**src/rtl/post_sub_divider_asyncrst_pkg.sv**
```systemverilog
`default_nettype none
// ============================================================================
// Module      : post_sub_divider_asyncrst_pkg
// Description : Shared constants for the iterative restoring divider.
// Revision    : 1.0 - initial release
// ============================================================================
package post_sub_divider_asyncrst_pkg;

  localparam logic [2:0] c_ST_IDLE  = 3'd0;
  localparam logic [2:0] c_ST_LOAD  = 3'd1;
  localparam logic [2:0] c_ST_ITER  = 3'd2;
  localparam logic [2:0] c_ST_FIXUP = 3'd3;
  localparam logic [2:0] c_ST_DONE  = 3'd4;

  typedef enum logic [2:0] {
    ST_IDLE  = c_ST_IDLE,
    ST_LOAD  = c_ST_LOAD,
    ST_ITER  = c_ST_ITER,
    ST_FIXUP = c_ST_FIXUP,
    ST_DONE  = c_ST_DONE
  } state_t;

  localparam string c_MODE_UNSIGNED = "UNSIGNED";
  localparam string c_MODE_SIGNED   = "SIGNED";

  localparam int c_DEFAULT_N = 36;
  localparam int c_DEFAULT_M = 18;

  // Iteration counter width: counts 0 .. N-1.
  function automatic int cnt_width(input int n);
    return (n > 1) ? $clog2(n) : 1;
  endfunction

endpackage
`default_nettype wire

```
**src/rtl/post_sub_divider_asyncrst_if.sv**
```systemverilog
`default_nettype none
// ============================================================================
// Module      : post_sub_divider_asyncrst_if
// Description : Start/done handshake and operand/result bundle of the divider.
// Revision    : 1.0 - initial release
// ============================================================================
interface post_sub_divider_asyncrst_if
  import post_sub_divider_asyncrst_pkg::*;
#(
  parameter int DIVIDEND_width = c_DEFAULT_N,
  parameter int DIVISOR_width  = c_DEFAULT_M
);

  logic                      start;
  logic [DIVIDEND_width-1:0] dividend;
  logic [DIVISOR_width-1:0]  divisor;
  logic                      ready;
  logic                      busy;
  logic                      done;
  logic [DIVIDEND_width-1:0] quotient;
  logic [DIVISOR_width-1:0]  remainder;
  logic                      div_by_zero;
  logic                      overflow;

  modport master (
    output start, dividend, divisor,
    input  ready, busy, done, quotient, remainder, div_by_zero, overflow
  );

  modport slave (
    input  start, dividend, divisor,
    output ready, busy, done, quotient, remainder, div_by_zero, overflow
  );

endinterface
`default_nettype wire

```
**src/rtl/post_sub_divider_asyncrst_div_trial_sub.sv**
```systemverilog
`default_nettype none
// ============================================================================
// Module      : div_trial_sub
// Description : Combinational trial subtractor for one restoring-division step.
// Revision    : 1.0 - initial release
// ============================================================================
module div_trial_sub #(
  parameter int WIDTH = 19
) (
  input  logic [WIDTH-1:0] i_rem_shifted,
  input  logic [WIDTH-1:0] i_divisor,
  output logic [WIDTH-2:0] o_difference,
  output logic             o_borrow
);

  logic [WIDTH-1:0] w_full;

  // The top bit of the WIDTH-bit difference flags a failed trial; the lower
  // bits are the new partial remainder when the trial succeeds.
  assign w_full       = i_rem_shifted - i_divisor;
  assign o_difference = w_full[WIDTH-2:0];
  assign o_borrow     = w_full[WIDTH-1];

endmodule
`default_nettype wire

```
**src/rtl/post_sub_divider_asyncrst.sv**
```systemverilog
`default_nettype none
// ============================================================================
// Module      : post_sub_divider_asyncrst
// Description : Iterative restoring divider, one quotient bit per enabled clock.
// Revision    : 1.0 - initial release
// ============================================================================
module post_sub_divider_asyncrst
  import post_sub_divider_asyncrst_pkg::*;
#(
  parameter int    DIVIDEND_width = c_DEFAULT_N,
  parameter int    DIVISOR_width  = c_DEFAULT_M,
  parameter string DIV_MODE       = c_MODE_UNSIGNED
) (
  input  logic CLK,
  input  logic rst_a,
  input  logic C_ENABLE,
  post_sub_divider_asyncrst_if.slave bus
);

  localparam int c_N     = DIVIDEND_width;
  localparam int c_M     = DIVISOR_width;
  localparam int c_CNT_W = cnt_width(c_N);

  localparam logic [c_N-1:0]     c_MOST_NEG = {1'b1, {(c_N-1){1'b0}}};
  localparam logic [c_CNT_W-1:0] c_CNT_LAST = c_CNT_W'(c_N - 1);

  state_t r_state;
  state_t w_state_nxt;

  logic [c_CNT_W-1:0] r_cnt;
  logic [c_N-1:0]     r_dividend;
  logic [c_M-1:0]     r_divisor;
  logic [c_M-1:0]     r_rem;
  logic [c_N-1:0]     r_q;
  logic [c_M-1:0]     r_dv_mag;
  logic               r_q_neg;
  logic               r_r_neg;
  logic               r_ovf_pend;

  logic [c_N-1:0]     r_quotient;
  logic [c_M-1:0]     r_remainder;
  logic               r_div_by_zero;
  logic               r_overflow;

  logic               w_dd_neg;
  logic               w_dv_neg;
  logic [c_N-1:0]     w_dd_mag;
  logic [c_M-1:0]     w_dv_mag;
  logic               w_div_zero;
  logic               w_ovf;
  logic               w_last;
  logic [c_M:0]       w_rem_sh;
  logic [c_M-1:0]     w_diff;
  logic               w_borrow;
  logic [c_N-1:0]     w_q_final;
  logic [c_M-1:0]     w_r_final;

  // ---------------------------------------------------------------------
  // Operand sign handling
  // ---------------------------------------------------------------------
  generate
    if (DIV_MODE == c_MODE_SIGNED) begin : g_signed
      assign w_dd_neg = r_dividend[c_N-1];
      assign w_dv_neg = r_divisor[c_M-1];
    end else begin : g_unsigned
      assign w_dd_neg = 1'b0;
      assign w_dv_neg = 1'b0;
    end
  endgenerate

  // The most-negative magnitudes still fit as unsigned values of the same width.
  assign w_dd_mag   = w_dd_neg ? -r_dividend : r_dividend;
  assign w_dv_mag   = w_dv_neg ? -r_divisor  : r_divisor;
  assign w_div_zero = (r_divisor == '0);
  assign w_ovf      = w_dd_neg && w_dv_neg && (r_dividend == c_MOST_NEG) && (&r_divisor);
  assign w_last     = (r_cnt == c_CNT_LAST);

  // ---------------------------------------------------------------------
  // Shift-and-trial-subtract step
  // ---------------------------------------------------------------------
  assign w_rem_sh = {r_rem, r_q[c_N-1]};

  div_trial_sub #(
    .WIDTH (c_M + 1)
  ) u_trial_sub (
    .i_rem_shifted (w_rem_sh),
    .i_divisor     ({1'b0, r_dv_mag}),
    .o_difference  (w_diff),
    .o_borrow      (w_borrow)
  );

  // Quotient truncates toward zero; remainder follows the dividend's sign.
  assign w_q_final = r_q_neg ? -r_q   : r_q;
  assign w_r_final = r_r_neg ? -r_rem : r_rem;

  // ---------------------------------------------------------------------
  // Control FSM
  // ---------------------------------------------------------------------
  always_ff @(posedge CLK or negedge rst_a) begin
    if (!rst_a) begin
      r_state <= ST_IDLE;
    end else if (C_ENABLE) begin
      r_state <= w_state_nxt;
    end
  end

  always_comb begin
    w_state_nxt = r_state;
    case (r_state)
      ST_IDLE:  if (bus.start) w_state_nxt = ST_LOAD;
      ST_LOAD:  w_state_nxt = w_div_zero ? ST_DONE : ST_ITER;
      ST_ITER:  if (w_last) w_state_nxt = ST_FIXUP;
      ST_FIXUP: w_state_nxt = ST_DONE;
      ST_DONE:  w_state_nxt = ST_IDLE;
      default:  w_state_nxt = ST_IDLE;
    endcase
  end

  // ---------------------------------------------------------------------
  // Datapath and result registers
  // ---------------------------------------------------------------------
  always_ff @(posedge CLK or negedge rst_a) begin
    if (!rst_a) begin
      r_cnt         <= '0;
      r_dividend    <= '0;
      r_divisor     <= '0;
      r_rem         <= '0;
      r_q           <= '0;
      r_dv_mag      <= '0;
      r_q_neg       <= 1'b0;
      r_r_neg       <= 1'b0;
      r_ovf_pend    <= 1'b0;
      r_quotient    <= '0;
      r_remainder   <= '0;
      r_div_by_zero <= 1'b0;
      r_overflow    <= 1'b0;
    end else if (C_ENABLE) begin
      case (r_state)
        ST_IDLE: begin
          if (bus.start) begin
            r_dividend <= bus.dividend;
            r_divisor  <= bus.divisor;
          end
        end
        ST_LOAD: begin
          r_cnt      <= '0;
          r_rem      <= '0;
          r_q        <= w_dd_mag;
          r_dv_mag   <= w_dv_mag;
          r_q_neg    <= w_dd_neg ^ w_dv_neg;
          r_r_neg    <= w_dd_neg;
          r_ovf_pend <= w_ovf;
          if (w_div_zero) begin
            r_quotient    <= '1;
            r_remainder   <= r_dividend[c_M-1:0];
            r_div_by_zero <= 1'b1;
            r_overflow    <= 1'b0;
          end
        end
        ST_ITER: begin
          r_cnt <= r_cnt + 1'b1;
          // The partial remainder always stays below the divisor, so M bits hold it.
          r_rem <= w_borrow ? w_rem_sh[c_M-1:0] : w_diff;
          r_q   <= {r_q[c_N-2:0], ~w_borrow};
        end
        ST_FIXUP: begin
          r_quotient    <= w_q_final;
          r_remainder   <= w_r_final;
          r_div_by_zero <= 1'b0;
          r_overflow    <= r_ovf_pend;
        end
        default: begin
        end
      endcase
    end
  end

  // ---------------------------------------------------------------------
  // Outputs
  // ---------------------------------------------------------------------
  assign bus.ready       = (r_state == ST_IDLE);
  assign bus.busy        = (r_state == ST_LOAD) || (r_state == ST_ITER) || (r_state == ST_FIXUP);
  assign bus.done        = (r_state == ST_DONE);
  assign bus.quotient    = r_quotient;
  assign bus.remainder   = r_remainder;
  assign bus.div_by_zero = r_div_by_zero;
  assign bus.overflow    = r_overflow;

endmodule
`default_nettype wire

```
**src/flat_wrapper.sv**
```systemverilog
// flat-port wrapper written by rule: the top's interface ports become plain ports
module post_sub_divider_asyncrst_flat import post_sub_divider_asyncrst_pkg::*;
#(
  parameter int    DIVIDEND_width = c_DEFAULT_N,
  parameter int    DIVISOR_width  = c_DEFAULT_M,
  parameter string DIV_MODE       = c_MODE_UNSIGNED
)
  (CLK, rst_a, C_ENABLE, bus_start, bus_dividend, bus_divisor, bus_ready, bus_busy, bus_done, bus_quotient, bus_remainder, bus_div_by_zero, bus_overflow);
  post_sub_divider_asyncrst_if #(.DIVIDEND_width(DIVIDEND_width), .DIVISOR_width(DIVISOR_width)) bus_i ();
  input  logic CLK;
  input  logic rst_a;
  input  logic C_ENABLE;
  input wire logic [$bits(bus_i.start)-1:0] bus_start;
  input wire logic [$bits(bus_i.dividend)-1:0] bus_dividend;
  input wire logic [$bits(bus_i.divisor)-1:0] bus_divisor;
  output wire logic [$bits(bus_i.ready)-1:0] bus_ready;
  output wire logic [$bits(bus_i.busy)-1:0] bus_busy;
  output wire logic [$bits(bus_i.done)-1:0] bus_done;
  output wire logic [$bits(bus_i.quotient)-1:0] bus_quotient;
  output wire logic [$bits(bus_i.remainder)-1:0] bus_remainder;
  output wire logic [$bits(bus_i.div_by_zero)-1:0] bus_div_by_zero;
  output wire logic [$bits(bus_i.overflow)-1:0] bus_overflow;
  assign bus_i.start = bus_start;
  assign bus_i.dividend = bus_dividend;
  assign bus_i.divisor = bus_divisor;
  assign bus_ready = bus_i.ready;
  assign bus_busy = bus_i.busy;
  assign bus_done = bus_i.done;
  assign bus_quotient = bus_i.quotient;
  assign bus_remainder = bus_i.remainder;
  assign bus_div_by_zero = bus_i.div_by_zero;
  assign bus_overflow = bus_i.overflow;
  post_sub_divider_asyncrst #(.DIVIDEND_width(DIVIDEND_width), .DIVISOR_width(DIVISOR_width), .DIV_MODE(DIV_MODE)) u_core (.CLK(CLK), .rst_a(rst_a), .C_ENABLE(C_ENABLE), .bus(bus_i));
endmodule
```
**config.mk**
```make
export PLATFORM = sky130hd
export DESIGN_NAME = post_sub_divider_asyncrst_flat
export DESIGN_NICKNAME = d
export VERILOG_FILES = /design/src/rtl/post_sub_divider_asyncrst_pkg.sv /design/src/rtl/post_sub_divider_asyncrst_if.sv /design/src/rtl/post_sub_divider_asyncrst_div_trial_sub.sv /design/src/rtl/post_sub_divider_asyncrst.sv /design/src/flat_wrapper.sv
export SDC_FILE = /design/constraint.sdc
export NUM_CORES = 1
export LEC_CHECK = 0
export BUFFER_PORTS_ARGS = -buffer_cell sky130_fd_sc_hd__buf_2
export CORE_UTILIZATION = 58
export CTS_CLUSTER_DIAMETER = 80
export DETAILED_ROUTE_END_ITERATION = 7
export MAX_ROUTING_LAYER = met4
export PLACE_DENSITY_LB_ADDON = 0.2
export SETUP_SLACK_MARGIN = 0.02
export SLEW_MARGIN = 20
export SYNTH_ARGS = -nofsm -noshare
export SYNTH_HDL_FRONTEND = slang
export SYNTH_HIERARCHICAL = 1
export SYNTH_SLANG_ARGS = --single-unit
```
**constraint.sdc**
```tcl
create_clock -name CLK -period 3.6 [get_ports CLK]
set_clock_uncertainty 0.1 [all_clocks]
set_input_delay 0 -clock CLK [delete_from_list [all_inputs] [get_ports CLK]]
set_output_delay 0 -clock CLK [all_outputs]
set_load 0.05 [all_outputs]
```
==> results.py <==
metrics = {
    "run_status": {
        "status": "completed",
    },
    "yosys": {
        "netlist_instances": 863,
        "synth_top_area_frac": 0.512,
        "ys_seq_elements": 190,
        "ys_types": 54,
        "yosysWarnings": 6,
        "post-synth-top-area-cell": "dfrtp_1",
        "yosys-top-cells-area": "dfrtp_1, mux2_2, mux2i_1",
        "synth-edff-count": 0,
        "avgSynthCellArea_sq_um": 10.8,
        "synthArstFlopShare": 1.00,
        "netlist_area_sq_um": 9290,
        "ys_seq_area_frac": 0.512,
        "ys.flop_type": "dfrtp_1",
    },
    "placement": {
        "place_congestion": 0.899,
        "post-place-ws_ps": 736,
        "io_buffers": 115,
        "dp_hpwl_microns": 12900,
    },
    "die": {
        "start_util": 0.602,
        "fp.coreArea_sq_um": 15400,
        "ios": 117,
        "die_x_microns": 129,
        "die-area_sq_um": 16500,
        "fp.dieH_microns": 129,
        "rows": 45,
    },
    "setup_path": {
        "worstPathArrival_ps": 3120,
        "critPathTopFamily": "simple AND/OR/NAND/NOR gates",
        "cp-start-kind": "register",
        "critical_path_buf_inv_count": 1,
        "cp-end-kind": "register",
        "cpPeakStageDelay_ps": 490,
        "crit_required_ps": 3810,
        "cp_max_fo": 14,
        "path_cells": "ha_1 > nand4_1 > or2_2 > nor4_1 > nor2_1 > a31oi_2 > buf_4 > mux2i_1 > o21ai_0",
        "critPathKind": "register to register",
        "slowest_stage": "ha_1",
    },
    "finish": {
        "num_antenna_cells": 0,
        "drive_gt1_frac": 0.259,
        "fin_nets": 1095,
        "synthToLayoutAreaGrowth_pct": 21.2,
        "post-route-util": 0.730,
    },
    "flow_run": {
        "cap_violations": 0,
    },
    "clock_network": {
        "cts_max_level": 4,
        "cts_resized": 0,
        "clock_latency_ps": 440,
        "cts_buffers": 17,
        "clkTransAtPathRegs_ps": 70,
        "postCtsSetupRepairBufs": 0,
        "cts_num_sinks": 190,
        "clk_path_buf_depth": 2,
        "cts_root_buffer": "clkbuf_16",
        "cts_tree": "built",
    },
    "detailed_routing": {
        "firstDrtPassIters": 4,
        "finalWirelength_microns": 19900,
        "drcViolationCount": 0,
        "wire_per_inst_microns": 16.0,
        "dr.first_iter.drc_count": 374,
        "vias": 6703,
        "ant_nets": 0,
        "viasPerCell": 5.40,
    },
    "timing": {
        "hold_viol_final": 0,
        "post-route-period-util": 0.808,
        "tns_ps": 0,
        "worstMarginPinSlew_ps": 909,
        "min_period_ps": 2910,
        "rsz0062_at_grt": "no",
        "slew_violations": 0,
        "worst_slack_ps": 690,
        "fmax_mhz": 344,
        "finalSetupViolCount": 0,
        "max_slew_margin": 0.392,
    },
    "global_routing": {
        "grt_use_total": 0.266,
        "antenna_found_initial": 0,
        "grt_pass1_wl_microns": 33300,
        "overflow": 0,
        "first_global_vias": 6759,
        "grt_max_degree": 98,
    },
    "worst_hold_path": {
        "hold_path.class": "input port to asynchronous set/reset pin",
    },
    "power_and_ir_drop": {
        "leakagePower_uw": 0.00536,
        "cellPowerDensity_nw_per_um2": 971,
        "ir_worst_vdd_v": 0.000629,
    },
}
[per-layer routing]
| layer | GRT usage | vias to the layer above | wire length [microns] |
|---|---|---|---|
| li1 | - | 3248 | - |
| met1 | 0.348 | 3303 | 9420 |
| met2 | 0.426 | 134 | 9580 |
| met3 | 0.0403 | 18 | 659 |
| met4 | 0.0920 | 0 | 248 |
| met5 | - | - | 0 |
[where the power goes]
group / switching (uW) / leakage, uW / internal [uW]
Combinational: 3120 / 0.00281 / 2050
Sequential: 691 / 0.00224 / 3060
Clock: 823 / 0.000313 / 1210
[repair_timing]
action                     CTS  global route
hold buffers                57             0
setup endpoints to repair    0             0
hold endpoints to repair   150             0
[layout make-up]
| type | count | area [sq um] |
|---|---|---|
| Fill cell | 1101 | 4160 |
| Multi-Input combinational cell | 561 | 4070 |
| Timing Repair Buffer | 185 | 1300 |
| Clock buffer | 20 | 457 |
| Inverter | 62 | 233 |
| Clock inverter | 12 | 180 |
| Sequential cell | 190 | 4750 |
| Tap cell | 211 | 264 |
[path summary, 6_finish.rpt]
kind	endpoint	cells past startpoint	start	slack [ps]
max in group asynchronous	u_core/r_dv_mag[7]	3	rst_a	2420
min reg2reg	u_core/r_dv_mag[1]	2	u_core/r_dv_mag[1]	380
max reg2reg	u_core/r_rem[13]	9	u_core/r_rem[11]	690
min in group CLK	u_core/r_divisor[0]	3	bus_start	200
min	u_core/bus.quotient[24]	2	rst_a	110
max	u_core/r_rem[13]	9	u_core/r_rem[11]	690
[state kept, by name, indices dropped and copies added, names as in the netlist, 6 cells and up]
register and count:
u_core/bus.quotient 36, u_core/bus.remainder 18, u_core/r_cnt 6, u_core/r_dividend 36, u_core/r_divisor 18, u_core/r_dv_mag 18, u_core/r_q 36, u_core/r_rem 18
[stage by stage]
stage                     total power, uW  area [sq um]  instances  hold WS, ps
after global placement               8700         10100       1152         30.6
after CTS                           11000         11300       1241          125
final                               10900         11300       1241          108
after floorplan                      7630          9300        864         -396
after global routing                11600         11300       1241          181
after detailed placement             8830         10100       1152         29.6
[worst reg2reg max path, delay by kind of cell, from the launching register on]
kind                       cells  cell delay, ps
DFF                            1             410
adders and majority gates      1             490
AOI/OAI and AO/OA              2             320
buffers and inverters          1             290
muxes                          1             230
and+or+nand+nor                4             940
[cells in the mapped netlist (all sizes together) (8+ instances only)]
| cell type | n |
|---|---|
| inv | 62 |
| nand3 | 8 |
| nand2 | 128 |
| nor2 | 52 |
| dfrtp | 190 |
| mux2 | 90 |
| xnor2 | 11 |
| clkbuf | 14 |
| ha | 19 |
| buf | 37 |
| xor2 | 9 |
| mux2i | 91 |
| o21ai | 65 |
| a21oi | 19 |
[placed cells by master (no fill, tap or decap), types with 2 or more instances in the layout]
cell type        n
conb_1           2
xnor2_1         11
nand4_1          5
and2_1           2
and4bb_2         2
o21ai_1          3
buf_4            9
mux2_2          90
clkbuf_8         3
nor2_1          51
nor4b_1          2
o21ai_0         61
nor3_1           5
dfrtp_1        190
o2111ai_1        3
nand4bb_1        2
dlygate4sd3_1   57
nand3_1          7
nor4_1           6
mux2i_1         91
xor2_1           9
ha_1            19
nor2b_1          2
a31oi_1          2
nand3b_1         2
a21o_1           2
clkinv_2         3
buf_2          114
a21oi_1         19
nand2_1        128
o21a_1           4
clkbuf_16       17
inv_6            2
buf_12           4
o211ai_1         5
inv_1           62
bufinv_16        4
[kinds of logic after synthesis]
group,share of synthesized area
AND/OR/NAND/NOR,0.104
multiplexers,0.207
adder cells (fa/ha/maj),0.0277
other,0.000404
XOR/XNOR,0.0189
AO/OA/AOI/OAI,0.0762
flip-flops,0.512
buffers and inverters,0.0540
Note: power is estimated with default switching activity, not from simulation.
